`src/rtl/uart_pkg.sv`:
```
// Shared types and constants for the UART transmitter slice.
package uart_pkg;

    typedef enum logic [1:0] {
        IDLE,
        START,
        DATA,
        STOP
    } e_tx_state;

    localparam int data_bits = 8;

endpackage

```
`src/rtl/uart_bit_timer.sv`:
```
// Counts clocks within one serial bit and pulses o_bit_done on the last clock of each bit.
module uart_bit_timer #(
    parameter int cycles_per_bit = 4
) (
    input  logic clk,
    input  logic rst_n,
    input  logic i_enable,
    output logic o_bit_done
);

    localparam int CW = $clog2(cycles_per_bit);
    localparam logic [CW-1:0] LAST_COUNT = CW'(cycles_per_bit - 1);

    logic [CW-1:0] r_count;

    // Held at zero while disabled so the first bit after leaving IDLE gets full width.
    always_ff @(posedge clk) begin
        if (!rst_n) begin
            r_count <= '0;
        end else if (!i_enable || r_count == LAST_COUNT) begin
            r_count <= '0;
        end else begin
            r_count <= r_count + 1'b1;
        end
    end

    assign o_bit_done = i_enable && (r_count == LAST_COUNT);

endmodule

```
`src/rtl/uart_tx.sv`:
```
// UART transmitter: one-entry holding register feeding an 8N1(+extra stop) shifter.
module uart_tx
    import uart_pkg::*;
#(
    parameter int cycles_per_bit  = 4,
    parameter int extra_stop_bits = 0
) (
    input  logic       clk,
    input  logic       rst_n,
    input  logic [7:0] i_data,
    input  logic       i_req,
    output logic       o_serial,
    output logic       o_cts,
    output logic       o_idle
);

    localparam int SW = (extra_stop_bits > 0) ? $clog2(extra_stop_bits + 1) : 1;
    localparam logic [SW-1:0] LAST_STOP = SW'(extra_stop_bits);
    localparam logic [2:0]    LAST_DATA = 3'(data_bits - 1);

    e_tx_state     r_state;
    e_tx_state     w_next_state;
    logic [2:0]    r_bit_cnt;
    logic [SW-1:0] r_stop_cnt;
    logic          r_hold_full;
    logic [7:0]    r_hold_data;
    logic [7:0]    r_shift;
    logic          r_serial;
    logic          w_serial_next;
    logic          w_bit_done;
    logic          w_last_stop;
    logic          w_last_data;
    logic          w_accept;
    logic          w_transfer;

    uart_bit_timer #(
        .cycles_per_bit(cycles_per_bit)
    ) u_bit_timer (
        .clk       (clk),
        .rst_n     (rst_n),
        .i_enable  (r_state != IDLE),
        .o_bit_done(w_bit_done)
    );

    assign w_last_stop = (r_stop_cnt == LAST_STOP);
    assign w_last_data = (r_bit_cnt == LAST_DATA);
    assign w_accept    = i_req && !r_hold_full;
    // Accept needs an empty holding register, transfer needs a full one: never the same edge.
    assign w_transfer  = r_hold_full &&
                         ((r_state == IDLE) || (r_state == STOP && w_bit_done && w_last_stop));

    always_ff @(posedge clk) begin
        if (!rst_n) begin
            r_state     <= IDLE;
            r_bit_cnt   <= '0;
            r_stop_cnt  <= '0;
            r_hold_full <= 1'b0;
            r_serial    <= 1'b1;
        end else begin
            r_state  <= w_next_state;
            r_serial <= w_serial_next;
            if (r_state == DATA && w_bit_done) begin
                r_bit_cnt <= r_bit_cnt + 3'd1;
            end
            if (r_state == STOP && w_bit_done) begin
                r_stop_cnt <= w_last_stop ? '0 : r_stop_cnt + 1'b1;
            end
            if (w_accept) begin
                r_hold_full <= 1'b1;
            end else if (w_transfer) begin
                r_hold_full <= 1'b0;
            end
        end
    end

    always_ff @(posedge clk) begin
        if (w_accept) begin
            r_hold_data <= i_data;
        end
        if (w_transfer) begin
            r_shift <= r_hold_data;
        end else if (r_state == DATA && w_bit_done) begin
            r_shift <= {1'b0, r_shift[7:1]};
        end
    end

    always_comb begin
        w_next_state = r_state;
        case (r_state)
            IDLE:    if (w_transfer) w_next_state = START;
            START:   if (w_bit_done) w_next_state = DATA;
            DATA:    if (w_bit_done && w_last_data) w_next_state = STOP;
            STOP:    if (w_bit_done && w_last_stop) w_next_state = w_transfer ? START : IDLE;
            default: w_next_state = IDLE;
        endcase
    end

    // The line value is computed one clock ahead so o_serial comes straight from a flop.
    always_comb begin
        w_serial_next = r_serial;
        o_cts         = !r_hold_full;
        o_idle        = (r_state == IDLE) && !r_hold_full;
        if (w_transfer) begin
            w_serial_next = 1'b0;
        end else begin
            case (r_state)
                START:   if (w_bit_done) w_serial_next = r_shift[0];
                DATA:    if (w_bit_done) w_serial_next = w_last_data ? 1'b1 : r_shift[1];
                STOP:    if (w_bit_done) w_serial_next = 1'b1;
                default: w_serial_next = 1'b1;
            endcase
        end
    end

    assign o_serial = r_serial;

endmodule

```
`config.mk`:
```
export PLATFORM = sky130hd
export DESIGN_NAME = uart_tx
export DESIGN_NICKNAME = d
export VERILOG_FILES = /design/src/rtl/uart_pkg.sv /design/src/rtl/uart_bit_timer.sv /design/src/rtl/uart_tx.sv
export SDC_FILE = /design/constraint.sdc
export NUM_CORES = 1
export LEC_CHECK = 0
export CORE_AREA = 2 2 42 63
export CTS_CLUSTER_SIZE = 30
export DETAILED_ROUTE_END_ITERATION = 7
export DIE_AREA = 0 0 44 65
export HOLD_SLACK_MARGIN = 0.02
export PLACE_DENSITY = 0.73
export SYNTH_ARGS = -nofsm -noshare
export SYNTH_HDL_FRONTEND = slang
export SYNTH_SLANG_ARGS = --single-unit
export TNS_END_PERCENT = 1
```
`constraint.sdc`:
```
create_clock -name clk -period 1.9 [get_ports clk]
set_input_delay 0.475 -clock clk [delete_from_list [all_inputs] [get_ports clk]]
set_output_delay 0.475 -clock clk [all_outputs]
set_load 0.01 [all_outputs]
```
[Yosys cells after proc, flatten, opt, wreduce, memory -nomap -nowiden]
Index checks and enable logic that the tools add are counted.
Cells by class
  order comparisons: 0
  $mul: 0
  add/subtract/negate cells: 3
  muxes and demuxes: 17
  shifts and indexed selects: 0
  div/mod/pow operators: 0
  reduce and logical (&&, ||, !) cells: 20
  bitwise logic cells: 2
  equal/unequal tests: 12
Operators with widths (count)
  2-to-1 mux 8 bit: 2
  logical AND 1 bit: 9
  2-to-1 mux 1 bit: 9
  != test 3 bit (second input constant): 3
  2-to-1 mux 2 bit: 4
  case mux 2 bit (4 select lines): 1
  equality test 2 bit (second input constant): 3
  nonzero test 2 bit: 3
  != test 2 x 1 -> 1 bit (second input constant): 2
  != test 2 bit (second input constant): 2
  AND reduction 4 bit: 1
  adder 3 x 1 -> 3 bit (second input constant): 1
  equality test 3 bit (second input constant): 1
  case mux 1 bit (3 select lines): 1
  AND reduction 3 bit: 1
  adder 2 x 1 -> 2 bit (second input constant): 1
  equality test 2 x 1 -> 1 bit (second input constant): 1
  zero test 1 bit: 2
  zero test 2 bit: 1
  logical OR 1 bit: 2
  inverter 1 bit: 2
  OR reduction 2 bit: 1
  adder 1 bit (second input constant): 1
Storage, ports and cells
  memory bits (read-only): 0
  memories kept: 0
  latch bits: 0
  register bits after elaboration: 26
  output and inout port bits: 3
  RAM bits: 0
  input bits: 11

[Logic depth before layout (Yosys ltp)]
Gate-level depths: netlist of run 1.
  word-level depth: 9
  gate-level depth with buffers: 6
  gate-level depth less buffers: 6

[Modules after synthesis]
A second synthesis of run 1 with hierarchy kept.
Second synthesis, totals
  cells, all modules: 87
  area, all modules: 1199.9 sq um
By module, submodules not included
  uart_tx: cells an instance 81, sequential area each 620.6 sq um, instances 1, area an instance 1116.1 sq um
  uart_bit_timer: cells an instance 6, sequential area each 40.0 sq um, instances 1, area an instance 83.8 sq um

[Least setup slack after synthesis of run 1]
OpenSTA, ideal clock, no wires.
  path kind: reg2reg
  start: register r_state[0]
  end: register r_shift[0], data pin
  arrival time: 1397 ps
  setup slack: 243 ps
  stages on the path, launching flop included: 6
  library setup time: 260 ps
  buffers on the path: 1
  path through: dfxtp_1 inv_1 ha_1 o21ai_2 buf_6 mux2_4
Between the ends
  longest elaborated chain between the ends: 7
  elaborated cells on any way between the ends: 9
  those cells by class: eq/ne (1); mux (1); reduce/logical (7)
RTL lines
  start: declaration: line uart_tx.sv:21  | e_tx_state r_state;
  start signal: assignment: line uart_tx.sv:60  | r_state <= w_next_state;
  nonzero test 2 bit: line uart_tx.sv:41  | .i_enable (r_state != IDLE),
  logical AND 1 bit: line uart_bit_timer.sv:27  | assign o_bit_done = i_enable && (r_count == LAST_COUNT);
  logical AND 1 bit (2 in a row): line uart_tx.sv:50  | ((r_state == IDLE) || (r_state == STOP && w_bit_done && w_last_stop));
  logical OR 1 bit *: line uart_tx.sv:50
  logical AND 1 bit *: line uart_tx.sv:49  | assign w_transfer = r_hold_full &&
  2-to-1 mux 8 bit *: line uart_tx.sv:80  | if (w_transfer) begin
  end signal: assignment: line uart_tx.sv:81  | r_shift <= r_hold_data;
  end signal: assignment: line uart_tx.sv:83  | r_shift <= {1'b0, r_shift[7:1]};
  end: declaration: line uart_tx.sv:27  | logic [7:0] r_shift;
Mark *: on every way between the ends. The rest lies on a longest branch, timed or not.
A chain may end at the register's enable or synchronous reset.

[Worst setup path in the final report of run 1]
  start: register r_state[0]
  end: output port o_idle
Between the ends
  longest elaborated chain between the ends: 2
RTL lines
  zero test 2 bit: line uart_tx.sv:102  | o_idle = (r_state == IDLE) && !r_hold_full;
  logical AND 1 bit: line uart_tx.sv:102
  end: declaration: line uart_tx.sv:14  | output logic o_idle
Every way passes these cells.

==> results of run 1 <==
## what timing repair did
action | CTS | global route
buffers inserted | 1 | 0
endpoints found under the setup margin | 1 | 1
resized for setup | 2 | 2
endpoints found under the hold margin | 0 | 0
gates cloned | 0 | 0
## state kept, by name, summed over array words and instances, names as in the netlist
signal / cells
r_hold_full: 1
r_bit_cnt: 3
r_hold_data: 8
u_bit_timer.r_count: 2
r_shift: 8
o_serial: 1
r_state: 2
## area by class of cell
cell class | instances | area, sq um
inverters | 5 | 18.8
well taps | 24 | 30.0
clock buffers | 4 | 26.3
flip-flops and latches | 25 | 663
repair buffers | 20 | 194
multi-input cells | 53 | 470
fillers | 212 | 965
## cells in the mapped netlist, drive strengths merged
| cell type | instances | share of area, % |
|---|---|---|
| and2b | 1 | 0.65 |
| nor2b | 6 | 3.2 |
| nor4b | 1 | 0.75 |
| a21boi | 1 | 0.65 |
| nand3b | 1 | 0.65 |
| and2 | 2 | 1.3 |
| o211a | 1 | 0.86 |
| nand3 | 4 | 1.7 |
| o21ai | 5 | 2.5 |
| edfxtp | 16 | 41 |
| xnor2 | 1 | 0.75 |
| dfxtp | 9 | 15 |
| mux2 | 7 | 8.7 |
| or3 | 1 | 0.54 |
| and4bb | 1 | 1.1 |
| ha | 9 | 9.7 |
| mux2i | 2 | 1.7 |
| buf | 2 | 1.4 |
| inv | 5 | 1.6 |
| nor2 | 1 | 0.32 |
| nand2 | 4 | 1.3 |
| a311o | 1 | 0.86 |
| o31ai | 1 | 0.65 |
| o211ai | 1 | 0.65 |
| o22ai | 1 | 1.1 |
| or2b | 1 | 0.65 |
## worst paths after layout
check	start	to	cells after the start
worst max-delay path	r_state[0]	o_idle	4
worst min-delay path	u_bit_timer.r_count[0]	u_bit_timer.r_count[0]	1
worst max register to register	r_state[0]	r_shift[2]	6
worst min register to register	u_bit_timer.r_count[0]	u_bit_timer.r_count[0]	1
## kinds of logic (layout without fill, tap and decap cells)
family / count (synthesis) / after routing / synth area share [%]
adder cells (fa/ha/maj): 9 / 9 / 9.68
XOR/XNOR: 1 / 1 / 0.753
AND/OR/NAND/NOR: 23 / 23 / 12.2
AO/OA/AOI/OAI: 11 / 11 / 7.20
multiplexers: 9 / 9 / 10.4
buffers and inverters: 7 / 29 / 3.01
flip-flops: 25 / 25 / 56.8
## metal layers
layer	wire length [um]	global-route usage, %
met3	43	1.67
met2	907	27.0
met5	0	0
met4	51	7.95
met1	711	16.3
## per-stage QoR
step,hold slack (ns),util (%),area (sq um),worst slack [ns],power (W)
4_1_cts,0.446,59.1,1400,0.0323,0.00152
5_1_grt,0.468,59.2,1400,0.0114,0.00161
3_3_place_gp,0.418,57.7,1370,0.148,0.00129
3_5_place_dp,0.425,57.7,1370,0.118,0.00130
6_report,0.440,59.2,1400,0.0748,0.00151
2_1_floorplan,0.408,-,1160,0.243,0.00110
## where the power goes
group / leakage (nW) / switching, W / internal (W)
clock: 0.0150 / 0.000139 / 0.0000819
sequential: 0.226 / 0.0000351 / 0.000690
combinational: 0.352 / 0.000259 / 0.000307
==> results.toml, run 1 <==
[global_routing]
grt_pass1_wl_um = 3130
overflow = 0
antenna_found_initial = 0
grt_use_total_pct = 15.0
grt_max_degree = 14
grt_pass1_vias = 739

[detailed_routing]
dr.pass1.iters = 2
route.detailed.drc = 0
via_per_inst = 5.36
wl_per_cell_um = 13.1
drt-initial-drc-count = 13
vias = 702
routed_wl_um = 1710
ant_nets = 0

[sta]
fin_crit_ns = 1.83
slew_viol_final = 0
fin_crit_sh_pct = 96.1
final.setup.tns_ns = 0
fmax_mhz = 548
setup_violations = 0
rsz0062_at_grt = "no"
finalHoldViolCount = 0
finClkSkew_ns = 0.00399
relSlewSlack_pct = 75.1
worstMarginPinSlew_ns = 0.372

[finish]
fin_nets = 128
layout-drive-gt1-share_pct = 22.4
antenna_cells = 0
final_common_cell = "edfxtp_1"
layout_common_cells = "16 x edfxtp_1, 12 x clkdlybuf4s50_1, 8 x ha_1, 7 x dfxtp_1"
stdcell_count = 131
syn_to_final_growth_pct = 20.5

[floorplan]
core-area_sq_um = 2370
die_x_um = 44
dieArea_sq_um = 2860
start_util_pct = 49.2
num_io_pins = 14
die_h_um = 65
rows = 22

[synthesis]
ys_seq_area_share_pct = 56.8
synth.distinct_cells = 31
synth-seq-cells = 25
syn-instance-count = 85
synth_warnings = 0
avgSynthCellArea_sq_um = 13.7
synth_nets = 105
synth_area_sq_um = 1160

[power]
peakVddDrop_v = 0.000644
p_leak_nw = 0.593
powerDensity_nw_per_um2 = 1080

[min_path]
min_path_type = "reg2reg"

[setup_path]
crit_path_start_kind = "flop"
path_max_fanout = 3
r2r_slack_ns = 0.17
path_buf_inv = 2
worst_ep_required_time_ns = 1.42
crit_arrival_ns = 1.35
worstPathCellList = "inv_1 > ha_2 > and2b_1 > dlygate4sd2_1"
path_delay_family = "buffers and inverters"
critPathCaptureType = "output pin"
critPathSlowestCell = "dfxtp_2"
critical_path_class = "reg2out"
max_stage_delay_ns = 0.35

[place]
place_hpwl_um = 1310
placed_cells = 126
gp_congestion = 0.920
io_buffers = 13

[clocking]
cts_hold_buf = 0
cts_buffers = 3
clockBufferDepth = 2
insertion_delay_ns = 0.30
cts_root_buffer = "clkbuf_4"
cts.clk_slew.worst_paths_ns = 0.12
clock-sinks = 25
cts_tree = "yes"
cts.htree.levels = 1

[run_status]
status = "finished, final reports clean"

[run]
maxCapViolCount = 0
Power figures use the tool's default switching activity.
==> run 2: changes to the inputs <==
--- a/config.mk
+++ b/config.mk
@@ -5,10 +5,10 @@
 export SDC_FILE = /design/constraint.sdc
 export NUM_CORES = 1
 export LEC_CHECK = 0
-export CORE_AREA = 2 2 42 63
+export CORE_AREA = 5 5 45 66
 export CTS_CLUSTER_SIZE = 30
 export DETAILED_ROUTE_END_ITERATION = 7
-export DIE_AREA = 0 0 44 65
+export DIE_AREA = 0 0 50 71
 export HOLD_SLACK_MARGIN = 0.02
 export PLACE_DENSITY = 0.73
 export SYNTH_ARGS = -nofsm -noshare
==> run 2 against run 1 <==
Final area decreased by 0.18%. Critical path type unchanged. Sequential share of layout area increased by 0.17 points. Non-clock buffer count increased by 1. First-iteration DRC count decreased by 38%. Routed wire length increased by 11%.
==> results.toml, run 2 (synthesized netlist as in run 1, its figures left out) <==
[place]
dp_slack_ns = 0.162
gp_congestion = 0.805
io_buffers = 13
place_hpwl_um = 1480

[detailed_routing]
dr.pass1.iters = 4
wl_per_cell_um = 14.4
vias = 692
ant_nets = 0
route.detailed.drc = 0
drt-initial-drc-count = 8
routed_wl_um = 1910
via_per_inst = 5.24

[clocking]
cts.clk_slew.worst_paths_ns = 0.13
cts_hold_buf = 0
cts.htree.levels = 1
cts_buffers = 3
clockBufferDepth = 2
cts_tree = "yes"
insertion_delay_ns = 0.32
clock-sinks = 25
cts_root_buffer = "clkbuf_4"

[sta]
final.setup.tns_ns = 0
setup_violations = 0
worst_slack_ns = 0.0793
fin_crit_ns = 1.82
slew_viol_final = 0
worstMarginPinSlew_ns = 0.384
finalHoldViolCount = 0
fin_crit_sh_pct = 95.8
finClkSkew_ns = 0.00316
relSlewSlack_pct = 74.3
fmax_mhz = 549
rsz0062_at_grt = "no"
whs_ns = 0.442

[floorplan]
die_h_um = 71
num_io_pins = 14
dieArea_sq_um = 3550
core-area_sq_um = 2370
rows = 22
start_util_pct = 49.2
die_x_um = 50

[power]
peakVddDrop_v = 0.000486
finalPower_w = 0.00153
powerDensity_nw_per_um2 = 1090
p_leak_nw = 0.591

[min_path]
min_path_type = "reg2reg"

[finish]
final_common_cell = "edfxtp_1"
fin_nets = 129
post-route-util_pct = 59.1
fill_cells = 204
layout_common_cells = "16 x edfxtp_1, 11 x clkdlybuf4s50_1, 9 x ha_1, 8 x buf_4"
reg_top3 = "r_hold_data (8), r_shift (8), r_bit_cnt (3)"
antenna_cells = 0
syn_to_final_growth_pct = 20.3
layout-drive-gt1-share_pct = 24.1

[setup_path]
critPathCaptureType = "output pin"
r2r_cells = 6
rr_endpoint = "r_shift[2]"
startpoint = "r_state[0]"
critical_path_class = "reg2out"
rr_startpoint = "r_state[0]"
worst_ep_required_time_ns = 1.42
crit_path_start_kind = "flop"
timing.critical_path.to = "o_idle"
r2r_slack_ns = 0.15
crit_arrival_ns = 1.35
path_max_fanout = 3

[global_routing]
grt_use_total_pct = 11.1
grt_pass1_vias = 714
antenna_found_initial = 0
grt_max_degree = 16
grt_pass1_wl_um = 3060
overflow = 0

[run_status]
status = "finished, final reports clean"

[run]
maxCapViolCount = 0
-- run 2: cell types whose count changed in the layout (fill, tap and decap cells not counted) --
cell | before | now
buf_4 | 6 | 8
buf_12 | 1 | 0
clkbuf_1 | 1 | 0
clkdlybuf4s15_1 | 0 | 1
clkdlybuf4s50_1 | 12 | 11
clkinvlp_4 | 0 | 1
dfxtp_1 | 7 | 6
dfxtp_2 | 2 | 3
ha_1 | 8 | 9
ha_2 | 1 | 0
-- run 2: per-stage QoR --
stage               area, sq um  std cells
floorplan                  1160         85
global placement           1370        128
detailed placement         1370        128
CTS                        1400        132
global route               1400        132
finish                     1400        132
-- run 2: cell type report --
cell class                 count  area, sq um  share of cell area [%]
sequential                    25          664                    47.5
multi-input combinational     53          468                    33.4
timing repair buffer          21          189                    13.5
tap                           24         30.0                    2.14
clock buffer                   3         22.5                    1.61
inverter                       5         18.8                    1.34
clock inverter                 1         7.51                   0.536
-- run 2: how the worst min path moves through the flow --
| stage | slack (ns) | cells after the start | end | start |
|---|---|---|---|---|
| floorplan | 0.41 | 1 | u_bit_timer.r_count[0] | u_bit_timer.r_count[0] |
| global placement | 0.42 | 1 | u_bit_timer.r_count[0] | u_bit_timer.r_count[0] |
| global route | 0.46 | 1 | u_bit_timer.r_count[0] | u_bit_timer.r_count[0] |
| finish | 0.44 | 1 | u_bit_timer.r_count[0] | u_bit_timer.r_count[0] |
| CTS | 0.45 | 1 | u_bit_timer.r_count[0] | u_bit_timer.r_count[0] |
| detailed placement | 0.44 | 1 | u_bit_timer.r_count[0] | u_bit_timer.r_count[0] |
-- run 2: per-layer routing --
| metal | track usage [%] | part of all wire [%] | vias up |
|---|---|---|---|
| met5 | 0 | 0 | - |
| met4 | 7.00 | 2.4 | 0 |
| met1 | 12.4 | 42 | 323 |
| met2 | 19.4 | 52 | 14 |
| met3 | 1.26 | 3.9 | 4 |
| li1 | - | - | 351 |
-- run 2: what timing repair did --
action | in CTS | in global routing
setup buffers | 0 | 0
gates resized for setup | 4 | 2
gates cloned | 0 | 0
endpoints found under the setup margin | 2 | 1
-- run 2: where the power goes --
group	total (W)	internal, W	switching (W)
clock network	0.000237	0.0000804	0.000157
logic	0.000566	0.000293	0.000273
registers	0.000726	0.000691	0.0000345
total	0.00153	0.00106	0.000464
-- run 2: worst max-delay path: stages, from the launching register on --
cell             delay (ns)
dfxtp_2                0.35
inv_1                  0.07
ha_1                   0.20
and2b_1                0.17
clkdlybuf4s15_1        0.23
